<file path="src/rtl/bird_collision.sv">
// Game-state controller sitting after the bird physics stage.
// Evaluates pipe/floor/ceiling collisions once per frame, counts pipes
// passed, and sequences IDLE -> ARMED -> PLAYING -> DEAD -> IDLE.
module bird_collision #(
  parameter int BIRD_W    = 16,
  parameter int BIRD_H    = 12,
  parameter int PIPE_W    = 40,
  parameter int GAP_H     = 120,
  parameter int SCREEN_H  = 480,
  parameter int GRACE     = 8,
  parameter int DEAD_HOLD = 60
) (
  input  logic        clk,
  input  logic        reset,
  input  logic        start,
  input  logic        frame_tick,
  input  logic [10:0] bird_x,
  input  logic [10:0] bird_y,
  input  logic [10:0] pipe_x,
  input  logic [10:0] gap_y,
  output logic        enable,
  output logic        game_over,
  output logic [7:0]  score
);

  typedef enum logic [1:0] {
    IDLE    = 2'd0,
    ARMED   = 2'd1,
    PLAYING = 2'd2,
    DEAD    = 2'd3
  } state_t;

  // One counter serves both the grace window and the dead hold time.
  localparam int CNT_MAX = (GRACE > DEAD_HOLD) ? GRACE : DEAD_HOLD;
  localparam int CNT_W   = (CNT_MAX > 1) ? $clog2(CNT_MAX) : 1;

  localparam logic [CNT_W-1:0] GRACE_LAST = CNT_W'(GRACE - 1);
  localparam logic [CNT_W-1:0] HOLD_LAST  = CNT_W'(DEAD_HOLD - 1);

  state_t           state_reg, state_next;
  logic [CNT_W-1:0] cnt_reg, cnt_next;
  logic [7:0]       score_reg, score_next;
  logic             scored_reg, scored_next;
  logic             enable_reg, game_over_reg;

  // Coordinates widened by one bit so that no sum below can wrap.
  logic [11:0] bx, by, px, gy;
  logic        hoverlap, pipe_hit, floor_hit, ceil_hit, hit;
  logic        passed, new_pipe;

  assign bx = {1'b0, bird_x};
  assign by = {1'b0, bird_y};
  assign px = {1'b0, pipe_x};
  assign gy = {1'b0, gap_y};

  assign hoverlap  = (bx + 12'(BIRD_W) > px) && (bx < px + 12'(PIPE_W));
  assign pipe_hit  = hoverlap && ((by < gy) || (by + 12'(BIRD_H) > gy + 12'(GAP_H)));
  assign floor_hit = (by + 12'(BIRD_H)) >= 12'(SCREEN_H);
  // A bird pushed above row 0 wraps to >= 1024, which reads as a ceiling hit.
  assign ceil_hit  = bird_y[10];
  assign hit       = pipe_hit || floor_hit || ceil_hit;

  // Pipe fully behind the bird, or a fresh pipe fully ahead of it.
  assign passed   = (px + 12'(PIPE_W)) < bx;
  assign new_pipe = px > (bx + 12'(BIRD_W));

  // Next-state, counter and score logic; everything holds by default.
  always_comb begin
    state_next  = state_reg;
    cnt_next    = cnt_reg;
    score_next  = score_reg;
    scored_next = scored_reg;
    case (state_reg)
      IDLE: begin
        // start wins over a coincident frame_tick.
        if (start) begin
          state_next  = ARMED;
          cnt_next    = '0;
          score_next  = '0;
          scored_next = 1'b0;
        end
      end
      ARMED: begin
        if (frame_tick) begin
          if (cnt_reg == GRACE_LAST) begin
            state_next = PLAYING;
            cnt_next   = '0;
          end else begin
            cnt_next = cnt_reg + 1'b1;
          end
        end
      end
      PLAYING: begin
        if (frame_tick) begin
          if (hit) begin
            // A fatal frame never scores.
            state_next = DEAD;
            cnt_next   = '0;
          end else begin
            if (!scored_reg && passed) begin
              scored_next = 1'b1;
              if (score_reg != 8'hFF) begin
                score_next = score_reg + 8'd1;
              end
            end
            if (new_pipe) begin
              scored_next = 1'b0;
            end
          end
        end
      end
      DEAD: begin
        if (frame_tick) begin
          if (cnt_reg == HOLD_LAST) begin
            state_next = IDLE;
            cnt_next   = '0;
          end else begin
            cnt_next = cnt_reg + 1'b1;
          end
        end
      end
      default: begin
        state_next = IDLE;
        cnt_next   = '0;
      end
    endcase
  end

  // State, counters and registered outputs, cleared asynchronously.
  always_ff @(posedge clk or negedge reset) begin
    if (!reset) begin
      state_reg     <= IDLE;
      cnt_reg       <= '0;
      score_reg     <= '0;
      scored_reg    <= 1'b0;
      enable_reg    <= 1'b0;
      game_over_reg <= 1'b0;
    end else begin
      state_reg     <= state_next;
      cnt_reg       <= cnt_next;
      score_reg     <= score_next;
      scored_reg    <= scored_next;
      enable_reg    <= (state_next == ARMED) || (state_next == PLAYING);
      game_over_reg <= (state_next == DEAD);
    end
  end

  assign enable    = enable_reg;
  assign game_over = game_over_reg;
  assign score     = score_reg;

endmodule

</file>
<file path="config.mk">
export PLATFORM = sky130hd
export DESIGN_NAME = bird_collision
export DESIGN_NICKNAME = d
export VERILOG_FILES = /design/src/rtl/bird_collision.sv
export SDC_FILE = /design/constraint.sdc
export NUM_CORES = 1
export LEC_CHECK = 0
export BUFFER_PORTS_ARGS = -buffer_cell sky130_fd_sc_hd__clkbuf_2
export CAP_MARGIN = 20
export CORE_UTILIZATION = 55
export CTS_CLUSTER_SIZE = 40
export DETAILED_ROUTE_END_ITERATION = 10
export PLACE_DENSITY_LB_ADDON = 0.1
export SLEW_MARGIN = 20
export SYNTH_ARGS = -nofsm -noshare
export SYNTH_HDL_FRONTEND = slang
export SYNTH_SLANG_ARGS = --single-unit
</file>
<file path="constraint.sdc">
create_clock -name clk -period 2.1 [get_ports clk]
set_input_delay 0.42 -clock clk [delete_from_list [all_inputs] [get_ports clk]]
set_output_delay 0.42 -clock clk [all_outputs]
set_load 0.01 [all_outputs]
</file>
==> impl_metrics.yaml, run 1 <==
pwr:
  power_frac_comb: 0.537
  power.share.clock: 0.149
  p_seq_frac: 0.313
  power_density_nw_per_um2: 431
  switchingPower_mw: 0.631
  irDropWorstVdd_mv: 0.527
  p_sw_frac: 0.384
  internal_power_mw: 1.01
  p_total_mw: 1.65
  power.static_leakage_nw: 1.94
die:
  die_h_um: 70.1
  initial_core_util: 0.577
  die_x_um: 70.1
  io_pins: 58
  num_rows: 24
  core_region_area_sq_um: 4410
  die_area_sq_um: 4910
layout:
  drive_above_1_share: 0.412
  largest_register_ffs: 8
  synthToLayoutAreaGrowth_pct: 49.6
  layout.nets: 540
  diodes: 0
synthesis:
  yosys_warnings: 0
  syn_area_per_cell_sq_um: 8.14
  synth_cell_type_count: 54
  async_flop_share: 1.00
  netlist_area_sq_um: 2550
  synth_edf_count: 0
  ys_seq_area_frac: 0.187
  synth_ff_type: "dfrtp_1"
  synth-seq-cells: 19
  postSynthNetCount: 408
  syn_inst: 313
global_routing:
  grt_pass1_vias: 2844
  groute.usage.overall: 0.295
  grt_max_degree: 20
  grt_pass1_wl_mm: 12.0
  antenna_found_initial: 0
  grt-ovfl-total: 0
placement:
  io_buffers: 57
  place_congestion: 1.00
  dpl.hpwl_mm: 5.60
timing:
  relSlewSlack: 0.690
  period_minus_slack_ns: 2.99
  setup-tns-final_ns: -13.42
  rsz0062_at_grt: "true"
  final_max_slew_viol_count: 0
  finalHoldViolCount: 0
  fin_ws_ns: -0.889
  fin_crit_sh: 1.42
  worstMarginPinSlew_ns: 0.460
  fin_skew_ns: 0.00118
  timing.fmax_mhz: 335
  setup_viol: 18
run_status:
  failed_checks: "setup timing"
  status: "finished with violations"
worst_setup_path:
  crit_path_cell_trace: "clkbuf_2 > inv_1 > ha_2 > nor2b_4 > nand4_1 > xnor2_1 > ha_1 > nand2_1 > o21ai_2 > nand2b_1 > o31ai_1 > o32a_1 > o31ai_4 > o21a_1 > mux2_4"
  path_class: "primary input to flop"
  critPathMaxStageDelay_ns: 0.31
  rrSetupSlack_ns: -0.01
  reg2reg_to: "score[4]$_DFFE_PN0P_"
  slowest_stage: "ha_1"
  end_kind: "flop"
  cp_data_arrival_time_ns: 3.13
  crit_fanout: 4
  ff2ff_path_depth: 9
  regToRegStartpoint: "score[0]$_DFFE_PN0P_"
  crit_required_ns: 2.24
  cp-start-kind: "primary input"
  critPathCapture: "cnt_reg[1]$_DFFE_PN0P_"
  startpoint: "bird_y[2]"
routing:
  wirelength_mm: 7.95
  vias: 2930
  antenna_left: 0
  initialDrtViolationCount: 144
  drc: 0
  dr.pass1.iters: 4
  avgViaCountPerCell: 5.91
  wl_per_cell_um: 16.0
cts:
  cts_tree: "done"
  clk_latency_ns: 0.25
  cts-root-buf: "clkbuf_8"
  clkSinkCount: 19
  path_clk_slew_ns: 0.07
  cts_buffer_depth: 2
  cts_made_buffers: 3
  htreeDepth: 1
hold_path:
  hold_class: "primary input to async pin"
flow_run:
  maxCapViolations: 0
-- per-layer routing --
layer,global-route usage,up-vias,share of wire
met3,0.0144,32,0.036
met5,0,-,0
met1,0.373,1385,0.40
met4,0.0978,0,0.037
met2,0.533,106,0.52
li1,-,1407,-
-- cells in the mapped netlist, types with 2 or more instances --
cell      count  area [sq um]
nand4_1       9          56.3
clkbuf_1      2          7.51
nor4b_1       2          17.5
nor4_1        2          12.5
xor2_1        2          17.5
o21ai_0      11          55.1
mux2i_1       2          20.0
a211oi_1      2          15.0
nor3_2        4          40.0
o211ai_1      4          30.0
nor2_1       14          52.6
nor2b_1       8          50.1
o22ai_1       4          25.0
or3_1         4          25.0
inv_1        34           128
a31oi_1       2          12.5
nand2b_1      3          18.8
dfrtp_1      19           475
and3_1        9          56.3
xnor2_1      26           228
nor3_1        4          20.0
nand3_1      17          85.1
o21ai_1       4          20.0
nor3b_1       3          22.5
a21oi_1      21           105
a31o_2        2          17.5
buf_2         2          10.0
a21o_1        2          15.0
ha_1         47           588
nand2_1      24          90.1
-- final cells by class --
cell class	count	area [sq um]
multi-input cells	255	2200
repair buffers	132	903
fillers	230	601
flip-flops and latches	19	475
inverters	34	128
well taps	52	65.1
clock buffers	4	45.0
-- how the worst min path moves through the flow --
| stage | endpoint | depth (start not counted) | from |
|---|---|---|---|
| after global routing | score[5]$_DFFE_PN0P_ | 1 | reset |
| after floorplan | cnt_reg[0]$_DFFE_PN0P_ | 0 | reset |
| final | score[3]$_DFFE_PN0P_ | 1 | reset |
| after global placement | score[5]$_DFFE_PN0P_ | 1 | reset |
| after CTS | score[3]$_DFFE_PN0P_ | 1 | reset |
| after detailed placement | score[3]$_DFFE_PN0P_ | 1 | reset |
-- through the flow --
| step | util | setup slack, ns | hold slack (ns) | instance area, sq um | std cells |
|---|---|---|---|---|---|
| finish | 0.864 | -0.889 | 0.112 | 3810 | 496 |
| floorplan | - | -0.867 | 0.124 | 2630 | 313 |
| CTS | 0.831 | -0.898 | 0.121 | 3670 | 493 |
| detailed placement | 0.783 | -1.17 | 0.394 | 3460 | 484 |
| global placement | 0.783 | -1.10 | 0.395 | 3460 | 484 |
| global route | 0.864 | -1.00 | 0.149 | 3810 | 496 |
-- layout by cell type (no fill, tap or decap), types with 3 or more instances in the layout --
cell type,netlist,final
o21ai_2,0,3
o211ai_1,4,4
ha_4,0,3
nor2_1,14,10
o21ai_0,11,8
nor2_2,0,4
clkbuf_2,0,53
inv_1,34,34
nor3_1,4,3
a21oi_1,21,16
nand2_1,24,23
nor2b_1,8,7
o22ai_1,4,3
buf_8,0,4
ha_1,47,43
and3_1,9,8
nor3b_1,3,3
a21oi_2,0,5
xnor2_1,26,25
nand4_1,9,9
buf_4,0,71
nand3_1,17,14
or3_1,4,3
clkbuf_8,0,3
o21ai_1,4,3
dfrtp_1,19,19
buf_6,1,4
nand2b_1,3,3
nor3_4,1,5
-- worst max-delay path, delay by kind of cell --
kind | cells | cell delay (ns)
muxes | 1 | 0.31
xor gates and xnor gates | 1 | 0.17
AOI/OAI and AO/OA | 5 | 1.02
and+or+nand+nor | 4 | 0.55
buffers and inverters | 2 | 0.14
adders and majority gates | 2 | 0.51
-- logic make-up after synthesis --
| family | Yosys count | share of synthesized area |
|---|---|---|
| flip-flops | 19 | 0.187 |
| XOR/XNOR | 28 | 0.0962 |
| AO/OA/AOI/OAI | 67 | 0.173 |
| AND/OR/NAND/NOR | 110 | 0.240 |
| adder cells (fa/ha/maj) | 47 | 0.231 |
| buffers and inverters | 39 | 0.0614 |
| multiplexers | 3 | 0.0123 |
-- power groups by stage --
stage          combinational [mW]  clock, mW  sequential, mW
2_1_floorplan               0.444          0           0.496
6_report                    0.884      0.246           0.516
4_1_cts                     0.801      0.253           0.511
3_3_place_gp                0.716          0           0.513
5_1_grt                     0.963      0.265           0.527
3_5_place_dp                0.748          0           0.515
-- timing repair --
item,CTS,global route
setup endpoints to repair,18,18
hold buffers,0,0
gates resized for setup,21,28
setup buffers,5,5
pin swaps,11,14
Note: power is estimated with default switching activity, not from simulation.
==> run 2, diff against run 1 <==
Settings changed: CORE_UTILIZATION 55 to 57, CTS_BUF_LIST set to sky130_fd_sc_hd__clkbuf_4 sky130_fd_sc_hd__clkbuf_8, CTS_CLUSTER_SIZE 40 to unset, PLACE_DENSITY set to 0.81, PLACE_DENSITY_LB_ADDON 0.1 to unset.
==> impl_metrics.yaml, run 2 (synthesis gave the netlist of run 1 again) <==
pwr:
  power_frac_comb: 0.551
  power_density_nw_per_um2: 446
  p_seq_frac: 0.299
  p_total_mw: 1.72
  switchingPower_mw: 0.687
  power.share.clock: 0.150
  p_sw_frac: 0.400
  internal_power_mw: 1.03
  irDropWorstVdd_mv: 0.537
  power.static_leakage_nw: 1.97
worst_setup_path:
  path_buf_inv: 2
  slowest_stage: "or4_1"
  cp_top_family: "compound AO/OA/AOI/OAI gates"
  path_class: "primary input to flop"
  crit_fanout: 4
  cp_data_arrival_time_ns: 3.29
  end_kind: "flop"
  crit_path_cell_trace: "buf_8 > ha_4 > and3_4 > nand3_2 > xnor2_1 > ha_1 > nand3_2 > nor2_2 > or4_1 > o21ai_2 > o41ai_4 > o31ai_4 > buf_4 > o221ai_1 > a22o_1"
  cp-start-kind: "primary input"
  crit_required_ns: 2.25
  critPathMaxStageDelay_ns: 0.54
  cpMostUsedCell: "nand3_2"
layout:
  nFillCells: 151
  diodes: 0
  multi_input_area_sq_um: 2180
  largest_register_ffs: 8
  final_util: 0.928
  seq_area_sq_um: 475
  layout_common_cells: "79 x buf_4, 53 x clkbuf_2, 42 x ha_1"
  layout.nets: 547
  synthToLayoutAreaGrowth_pct: 51.0
  mostFrequentLayoutCell: "buf_4"
  drive_above_1_share: 0.410
run_status:
  status: "finished with violations"
  failed_checks: "setup timing"
timing:
  fin_ws_ns: -1.03
  worstMarginPinSlew_ns: 0.500
  fin_skew_ns: 0.00116
  setup_viol: 18
  final_max_slew_viol_count: 0
  setup-tns-final_ns: -15.95
  relSlewSlack: 0.667
  finalHoldViolCount: 0
  fin_crit_sh: 1.49
  rsz0062_at_grt: "true"
  timing.fmax_mhz: 319
  period_minus_slack_ns: 3.13
cts:
  clk_latency_ns: 0.26
  cts-root-buf: "clkbuf_8"
  cts_tree: "done"
  htreeDepth: 1
  cts_made_buffers: 3
  path_clk_slew_ns: 0.07
  cts_buffer_depth: 2
  ctsHoldBuffers: 0
  clkSinkCount: 19
hold_path:
  hold_class: "primary input to async pin"
routing:
  drc: 0
  wirelength_mm: 9.68
  dr.pass1.iters: 5
  antenna_left: 0
  vias: 3153
  avgViaCountPerCell: 6.29
  initialDrtViolationCount: 205
  wl_per_cell_um: 19.3
global_routing:
  grt_pass1_wl_mm: 13.0
  grt_pass1_vias: 2951
  grt_max_degree: 20
  grt-ovfl-total: 0
  groute.usage.overall: 0.371
  antenna_found_initial: 0
placement:
  place_congestion: 0.918
  io_buffers: 57
  post-place-ws_ns: -1.20
  dpl.hpwl_mm: 6.05
die:
  io_pins: 58
  die_h_um: 68.9
  initial_core_util: 0.615
  num_rows: 23
  die_x_um: 68.9
  core_region_area_sq_um: 4140
  die_area_sq_um: 4740
flow_run:
  maxCapViolations: 0
## run 2: cell types whose count changed in the layout (fill, tap and decap cells not counted), sizes merged
cell	change
buf	+7
clkbuf	-1
clkinv	+1
## run 2: power by group through the flow
stage | Combinational (mW) | Sequential, mW | Clock [mW]
6_report | 0.946 | 0.514 | 0.258
4_1_cts | 0.824 | 0.507 | 0.261
2_1_floorplan | 0.444 | 0.496 | 0
5_1_grt | 1.02 | 0.521 | 0.274
3_5_place_dp | 0.767 | 0.513 | 0
3_3_place_gp | 0.726 | 0.510 | 0
## run 2: worst reg2reg max path, cell delays in order, from the launching register on
cell and delay, ns:
dfrtp_1 0.38, ha_1 0.22, and3_1 0.20, a31oi_1 0.16, nand2_1 0.08, nor3_2 0.24
o22ai_2 0.12, buf_6 0.16, or3_4 0.35, a21oi_2 0.18
## run 2: layout make-up
cell class | instances | share of cell area
clock inverter | 1 | 0.00130
tap | 50 | 0.0163
multi-input combinational | 255 | 0.567
sequential | 19 | 0.124
clock buffer | 3 | 0.0107
inverter | 34 | 0.0332
timing repair buffer | 139 | 0.247
## run 2: repair_timing
action                     CTS  global route
pin swaps                   13            17
resized for setup           18            23
setup buffers                6             3
setup endpoints to repair   18            18
## run 2: worst paths after layout
path                       depth (start not counted)                   start                     end  slack (ns)
hold reg to reg                                    1  cnt_reg[0]$_DFFE_PN0P_  cnt_reg[0]$_DFFE_PN0P_        0.53
min in group clk                                   1  cnt_reg[0]$_DFFE_PN0P_  cnt_reg[0]$_DFFE_PN0P_        0.53
setup reg to reg                                   9    score[0]$_DFFE_PN0P_    score[4]$_DFFE_PN0P_       -0.08
setup / recovery                                  15               bird_x[4]  cnt_reg[4]$_DFFE_PN0P_       -1.03
max in group asynchronous                          1                   reset  cnt_reg[3]$_DFFE_PN0P_        1.65
hold / removal                                     1                   reset    score[2]$_DFFE_PN0P_        0.11
## run 2: routing by layer
layer,GRT usage,share of wire,vias to the layer above,routed length (um)
li1,-,-,1417,-
met1,0.415,0.37,1481,3550
met2,0.683,0.50,191,4800
met3,0.0313,0.070,64,681
met4,0.204,0.068,0,655
met5,0,0,-,0
## run 2: stage by stage
step                hold slack [ns]  std cells  area (sq um)
finish                        0.109        501          3850
global route                  0.137        501          3850
CTS                           0.113        498          3710
detailed placement            0.398        488          3500
global placement              0.395        488          3500
floorplan                     0.124        313          2630
